==> src/rtl/drive_cmd_arbiter.sv <==
// Drive command arbiter: picks the camera or IR drive code by mode, ramps the
// shared PWM duty toward the commanded speed, and inserts brake plus dead time
// before any motor direction change. A watchdog forces STOP on a silent source.
module drive_cmd_arbiter #(
  parameter int unsigned RAMP_DIV  = 4,
  parameter int unsigned RAMP_STEP = 16,
  parameter int unsigned DEADTIME  = 8,
  parameter int unsigned TIMEOUT   = 100,
  parameter int unsigned DUTY_SLOW = 64,
  parameter int unsigned DUTY_MED  = 128,
  parameter int unsigned DUTY_FAST = 255,
  parameter int unsigned DUTY_TURN = 96
) (
  input  logic       clk_50,
  input  logic       reset_n,
  input  logic [1:0] mode,
  input  logic       mode_change,
  input  logic [2:0] cam_cmd,
  input  logic       cam_valid,
  input  logic [2:0] ir_cmd,
  input  logic       ir_valid,
  output logic [7:0] duty,
  output logic       left_dir,
  output logic       right_dir,
  output logic       busy,
  output logic       timed_out
);

  localparam int unsigned DIV_W = (RAMP_DIV > 1) ? $clog2(RAMP_DIV) : 1;
  localparam int unsigned WD_W  = $clog2(TIMEOUT + 1);
  localparam int unsigned DT_W  = (DEADTIME > 0) ? $clog2(DEADTIME + 1) : 1;

  localparam logic [2:0] CMD_STOP  = 3'b000;
  localparam logic [2:0] CMD_LEFT  = 3'b001;
  localparam logic [2:0] CMD_RIGHT = 3'b010;
  localparam logic [2:0] CMD_SLOW  = 3'b011;
  localparam logic [2:0] CMD_MED   = 3'b100;
  localparam logic [2:0] CMD_FAST  = 3'b101;

  localparam logic [1:0] MODE_CAM = 2'b01;
  localparam logic [1:0] MODE_IR  = 2'b10;

  typedef enum logic [1:0] {ST_RUN, ST_BRAKE, ST_DEAD} state_t;

  state_t            r_state, w_state_nxt;
  logic [2:0]        r_cmd_q;
  logic [WD_W-1:0]   r_wd_cnt;
  logic              r_timed_out;
  logic [DIV_W-1:0]  r_div_cnt;
  logic [DT_W-1:0]   r_dead_cnt, w_dead_nxt;
  logic [7:0]        r_duty, w_duty_nxt;
  logic              r_left_dir, r_right_dir, w_left_nxt, w_right_nxt;
  logic              r_pend_l, r_pend_r, w_pend_l_nxt, w_pend_r_nxt;
  logic              r_busy;

  logic              w_idle, w_sel_valid, w_tick, w_dir_diff;
  logic [2:0]        w_sel_cmd;
  logic              w_tgt_stop, w_tgt_l, w_tgt_r;
  logic [7:0]        w_tgt_duty;
  logic [8:0]        w_up, w_dn;
  logic [7:0]        w_up_sat, w_dn_sat, w_ramp;

  assign w_idle      = (mode != MODE_CAM) && (mode != MODE_IR);
  assign w_sel_valid = ((mode == MODE_CAM) && cam_valid) || ((mode == MODE_IR) && ir_valid);
  assign w_sel_cmd   = (mode == MODE_CAM) ? cam_cmd : ir_cmd;
  assign w_tick      = (r_div_cnt == DIV_W'(RAMP_DIV - 1));

  // Command latch and watchdog, in priority order: mode change, idle, expiry, valid.
  always_ff @(posedge clk_50) begin
    if (!reset_n) begin
      r_cmd_q     <= CMD_STOP;
      r_wd_cnt    <= '0;
      r_timed_out <= 1'b0;
    end else if (mode_change || w_idle) begin
      r_cmd_q     <= CMD_STOP;
      r_wd_cnt    <= '0;
      r_timed_out <= 1'b0;
    end else if (r_wd_cnt == WD_W'(TIMEOUT - 1)) begin
      r_cmd_q     <= CMD_STOP;
      r_wd_cnt    <= WD_W'(TIMEOUT);
      r_timed_out <= 1'b1;
    end else if (w_sel_valid) begin
      r_cmd_q     <= w_sel_cmd;
      r_wd_cnt    <= '0;
      r_timed_out <= 1'b0;
    end else if (r_wd_cnt != WD_W'(TIMEOUT)) begin
      r_wd_cnt    <= r_wd_cnt + WD_W'(1);
    end
  end

  // Free-running ramp divider.
  always_ff @(posedge clk_50) begin
    if (!reset_n)    r_div_cnt <= '0;
    else if (w_tick) r_div_cnt <= '0;
    else             r_div_cnt <= r_div_cnt + DIV_W'(1);
  end

  // Decode the latched command into target duty and direction pattern.
  always_comb begin
    w_tgt_stop = 1'b0;
    w_tgt_duty = 8'd0;
    w_tgt_l    = r_left_dir;
    w_tgt_r    = r_right_dir;
    case (r_cmd_q)
      CMD_LEFT:  begin w_tgt_duty = 8'(DUTY_TURN); w_tgt_l = 1'b0; w_tgt_r = 1'b1; end
      CMD_RIGHT: begin w_tgt_duty = 8'(DUTY_TURN); w_tgt_l = 1'b1; w_tgt_r = 1'b0; end
      CMD_SLOW:  begin w_tgt_duty = 8'(DUTY_SLOW); w_tgt_l = 1'b1; w_tgt_r = 1'b1; end
      CMD_MED:   begin w_tgt_duty = 8'(DUTY_MED);  w_tgt_l = 1'b1; w_tgt_r = 1'b1; end
      CMD_FAST:  begin w_tgt_duty = 8'(DUTY_FAST); w_tgt_l = 1'b1; w_tgt_r = 1'b1; end
      default:   w_tgt_stop = 1'b1;
    endcase
  end

  // 9-bit ramp arithmetic saturated to 0..255, clamped at the target.
  assign w_up     = {1'b0, r_duty} + 9'(RAMP_STEP);
  assign w_dn     = {1'b0, r_duty} - 9'(RAMP_STEP);
  assign w_up_sat = w_up[8] ? 8'hFF : w_up[7:0];
  assign w_dn_sat = ({1'b0, r_duty} < 9'(RAMP_STEP)) ? 8'h00 : w_dn[7:0];
  assign w_ramp   = (r_duty < w_tgt_duty) ? ((w_up_sat > w_tgt_duty) ? w_tgt_duty : w_up_sat) :
                    (r_duty > w_tgt_duty) ? ((w_dn_sat < w_tgt_duty) ? w_tgt_duty : w_dn_sat) :
                    r_duty;

  // STOP carries no direction of its own, so it never triggers a reversal.
  assign w_dir_diff   = !w_tgt_stop && ({w_tgt_l, w_tgt_r} != {r_left_dir, r_right_dir});
  assign w_pend_l_nxt = w_tgt_stop ? r_pend_l : w_tgt_l;
  assign w_pend_r_nxt = w_tgt_stop ? r_pend_r : w_tgt_r;

  // Next-state and datapath for the RUN / BRAKE / DEAD sequencer.
  always_comb begin
    w_state_nxt = r_state;
    w_duty_nxt  = r_duty;
    w_left_nxt  = r_left_dir;
    w_right_nxt = r_right_dir;
    w_dead_nxt  = r_dead_cnt;
    case (r_state)
      ST_RUN: begin
        if (w_dir_diff) begin
          if (r_duty == 8'd0) begin
            w_state_nxt = ST_DEAD;
            w_dead_nxt  = DT_W'(DEADTIME);
          end else begin
            w_state_nxt = ST_BRAKE;
          end
        end else if (w_tick) begin
          w_duty_nxt = w_ramp;
        end
      end
      ST_BRAKE: begin
        if (!w_tgt_stop && !w_dir_diff) begin
          w_state_nxt = ST_RUN;
        end else if (r_duty == 8'd0) begin
          w_state_nxt = ST_DEAD;
          w_dead_nxt  = DT_W'(DEADTIME);
        end else if (w_tick) begin
          w_duty_nxt = w_dn_sat;
        end
      end
      ST_DEAD: begin
        w_duty_nxt = 8'd0;
        if (r_dead_cnt <= DT_W'(1)) begin
          w_state_nxt = ST_RUN;
          w_dead_nxt  = '0;
          w_left_nxt  = w_pend_l_nxt;
          w_right_nxt = w_pend_r_nxt;
        end else begin
          w_dead_nxt  = r_dead_cnt - DT_W'(1);
        end
      end
      default: w_state_nxt = ST_RUN;
    endcase
  end

  // Sequencer state and registered outputs.
  always_ff @(posedge clk_50) begin
    if (!reset_n) begin
      r_state     <= ST_RUN;
      r_duty      <= 8'd0;
      r_left_dir  <= 1'b1;
      r_right_dir <= 1'b1;
      r_pend_l    <= 1'b1;
      r_pend_r    <= 1'b1;
      r_dead_cnt  <= '0;
      r_busy      <= 1'b0;
    end else begin
      r_state     <= w_state_nxt;
      r_duty      <= w_duty_nxt;
      r_left_dir  <= w_left_nxt;
      r_right_dir <= w_right_nxt;
      r_pend_l    <= w_pend_l_nxt;
      r_pend_r    <= w_pend_r_nxt;
      r_dead_cnt  <= w_dead_nxt;
      r_busy      <= (w_state_nxt != ST_RUN);
    end
  end

  assign duty      = r_duty;
  assign left_dir  = r_left_dir;
  assign right_dir = r_right_dir;
  assign busy      = r_busy;
  assign timed_out = r_timed_out;

endmodule

==> config.mk <==
export PLATFORM = sky130hd
export DESIGN_NAME = drive_cmd_arbiter
export DESIGN_NICKNAME = d
export VERILOG_FILES = /design/src/rtl/drive_cmd_arbiter.sv
export SDC_FILE = /design/constraint.sdc
export NUM_CORES = 1
export LEC_CHECK = 0
export BUFFER_PORTS_ARGS = -buffer_cell sky130_fd_sc_hd__buf_2
export CAP_MARGIN = 15
export CORE_MARGIN = 2
export CORE_UTILIZATION = 54
export CTS_CLUSTER_SIZE = 20
export DETAILED_ROUTE_END_ITERATION = 10
export GPL_TIMING_DRIVEN = 0
export PLACE_DENSITY_LB_ADDON = 0.3
export SLEW_MARGIN = 15
export SYNTH_ARGS = -nofsm -noshare
export SYNTH_HDL_FRONTEND = slang
export SYNTH_SLANG_ARGS = --single-unit
export TNS_END_PERCENT = 5
==> constraint.sdc <==
create_clock -name clk_50 -period 2.63 [get_ports clk_50]
set_clock_uncertainty 0.1 [all_clocks]
set_input_delay 0 -clock clk_50 [delete_from_list [all_inputs] [get_ports clk_50]]
set_output_delay 0 -clock clk_50 [all_outputs]
set_load 0.01 [all_outputs]
==> impl_metrics.toml <==
[timing]
slew_headroom_pct = 66.14
fin_crit_sh_pct = 112.8
fin_ws_ns = -0.3372
tightest_slew_ns = 0.5036
setup-violations-final = 8
final_hold_viol_count = 0
grt_setup_unrepaired = "true"
hold_slack_ns = 0.006565
fmax_ghz = 0.3370
period_needed_ns = 2.967
finalMaxSlewViolations = 0
timing.setup.tns_ns = -2.475

[power_and_ir_drop]
pwr-share-clk_pct = 27.6
peakVddDrop_uv = 341.2
seq_power_share_pct = 31.1
switching_share_pct = 33.56
powerDensity_nw_per_um2 = 504.1
p_leak_uw = 0.001392
p_switching_uw = 567.3
internal-power_uw = 1123
combinationalPowerShare_pct = 41.3

[floorplan]
fp.dieW_um = 73.84
initial_utilization_pct = 55.76
die_area_um2 = 5452
die_y_um = 73.84
rows = 25
io-pin-count = 25
coreArea_um2 = 4723

[finish]
drive_above_1_share_pct = 23.32
antenna_cells = 0
area_delta_synth_final_pct = 27.32
fin_nets = 431
fin_area_um2 = 3353
fillers = 372

[place]
dp_hpwl_um = 4603
portBuffers = 24
dp_slack_ns = -0.4912
routabilityCongestion = 0.8982
dpl_cell_area_um2 = 2963

[worst_setup_path]
max_stage_delay_ns = 0.39
crit_type = "flip-flop to flip-flop"
path_cells = "buf_6 -> or2b_4 -> o21a_1 -> ha_1 -> and4_1 -> a221o_1 -> nor3b_4 -> o2bb2ai_2 -> o31a_1 -> o21a_1"
arrival_ns = 3.05
cp-start-kind = "flip-flop"
startpoint = "r_cmd_q[2]"
cp_max_fo = 10
cpMostUsedCell = "o21a_1"
crit_family = "compound AO/OA/AOI/OAI gates"
required_ns = 2.71
cp_num_buf_inv = 1
r2r-start = "r_cmd_q[2]"
slowest_stage = "a221o_1"
cp-end-kind = "flip-flop"

[clock_tree]
cts_buffers = 5
h-tree-depth = 2
clock_tree.root_cell = "clkbuf_8"
clk_path_buf_depth = 2
cts_sinks = 32
clock_latency_ns = 0.28
path_clk_slew_ns = 0.07
cts_tree = "built"

[run]
cap_violations = 0

[yosys]
synth_seq_area_share_pct = 24.32
synth_area_um2 = 2634
ys_ff_latch = 32
synth_top_area_cell = "dfxtp_1"
async_flop_share_pct = 0
yosys_warnings = 0
synth_top_area_share_pct = 24.32
synth_nets = 374
synth_area_leaders = "dfxtp_1, ha_1, a21oi_1"
synth_ff_type = "dfxtp_1"
ys_types = 62
synth-edff-count = 0
syn_area_per_cell_um2 = 8.030
synthCells = 328

[routing]
vias = 2559
wl_met2_um = 2923
wl_met3_um = 284
topRoutingLayerUsed = "met4"
drc = 0
final_antenna_net_count = 0
wl_per_cell_um = 13.95
drtIter0Drc = 122
drt-total-wl_um = 6321
routed_via_density = 5.649
met1_length_um = 3076
drt-pass1-iter-count = 4

[hold_path]
hold_path.class = "input pin to flip-flop"
hold_start = "cam_valid"

[global_route]
grt_max_degree = 11
grt_overflow = 0
gr-usage-all-layers_pct = 26.01
grt_pass1_vias = 2418
antenna_found_initial = 0
grt_pass1_wl_um = 11180

[run_status]
status = "finished with violations"
violations = "setup timing"
-- synthesized netlist by cell type (3+ instances only) --
| master | number |
|---|---|
| ha_1 | 33 |
| inv_1 | 23 |
| a21oi_1 | 24 |
| mux2i_1 | 6 |
| nand3_1 | 15 |
| a22oi_1 | 5 |
| xnor2_1 | 4 |
| a31oi_1 | 4 |
| and3_1 | 4 |
| nor2b_1 | 6 |
| o21a_1 | 6 |
| and4_1 | 3 |
| o21ai_0 | 16 |
| dfxtp_1 | 32 |
| nand2b_1 | 9 |
| nand2_1 | 29 |
| nor2_1 | 26 |
| o211ai_1 | 3 |
| nor3_1 | 12 |
| a211oi_1 | 6 |
| o31ai_1 | 4 |
| clkbuf_1 | 5 |
-- power groups by stage --
| stage | Combinational [uW] | Clock [uW] | Sequential, uW |
|---|---|---|---|
| 6_report | 698 | 467 | 526 |
| 5_1_grt | 770 | 496 | 528 |
| 4_1_cts | 678 | 476 | 525 |
| 3_5_place_dp | 524 | 0 | 540 |
| 3_3_place_gp | 509 | 0 | 539 |
| 2_1_floorplan | 419 | 0 | 537 |
-- worst min-delay path: cells and delay by family --
family,cells,cell delay [ns]
AOI/OAI and AO/OA,2,0.17
buffers and inverters,1,0.09
and+or+nand+nor,1,0.08
-- sequential cells by signal (all words and copies together) (netlist names) --
name / flops
busy: 1
left_dir: 1
r_state: 2
r_div_cnt: 2
r_pend_r: 1
r_cmd_q: 3
r_wd_cnt: 7
timed_out: 1
duty: 8
right_dir: 1
r_dead_cnt: 4
r_pend_l: 1
-- cell families after synthesis --
kind of cell               synth area share (%)
adders and majority gates                 15.68
xor gates and xnor gates                  1.995
muxes                                     2.708
and+or+nand+nor                           23.99
AOI/OAI and AO/OA                         25.65
DFF                                       24.32
buffers and inverters                     5.653
-- repair_timing --
item / in CTS / in global routing
endpoints found under the hold margin: 7 / 0
buffers inserted: 17 / 1
setup endpoints to repair: 8 / 8
resized for setup: 13 / 5
pin swaps: 10 / 7
hold buffers: 9 / 0
-- worst paths after layout --
kind                                     end  slack (ns)  cells past startpoint
worst min register to register  r_div_cnt[0]        0.33                      1
worst min-delay path             r_wd_cnt[5]       0.007                      4
worst max register to register       duty[3]       -0.34                     10
worst max-delay path                 duty[3]       -0.34                     10
-- metal layers --
layer / track usage, % / up-vias
met2: 41.37 / 56
met5: 0 / -
met1: 37.03 / 1191
met4: 5.859 / 0
li1: - / 1307
met3: 3.978 / 5
-- layout make-up --
class	instances	area, um2	share of cell area, %
inverters	24	90.09	2.687
well taps	67	83.83	2.500
clock inverters	2	35.03	1.045
flip-flops and latches	32	650.6	19.40
repair buffers	51	345.3	10.30
plain buffers	9	60.06	1.791
clock buffers	6	72.57	2.164
multi-input cells	262	2016	60.11
-- per-stage QoR --
stage                     util (%)  total power, uW  cells
final                        70.99             1690    453
after global placement       62.73             1048    419
after detailed placement     62.73             1064    419
after CTS                    70.70             1680    452
after global routing         70.99             1794    453
after floorplan                  -            956.0    328
-- layout by cell type, fill, tap and decap left out, types with 5 or more instances in the layout --
master         count
buf_4             19
inv_1             20
nand2b_1           9
a211oi_1           5
buf_2             24
ha_1              29
o21a_1             6
nor2_1            26
nand2_1           28
mux2i_1            6
nor3_1            11
clkbuf_1           6
dlygate4sd3_1      9
nand3_1           14
a21oi_1           22
dfxtp_1           28
nor2b_1            6
o21ai_0           13
clkbuf_8           5
a22oi_1            5
(Power assumes the default switching activity.)
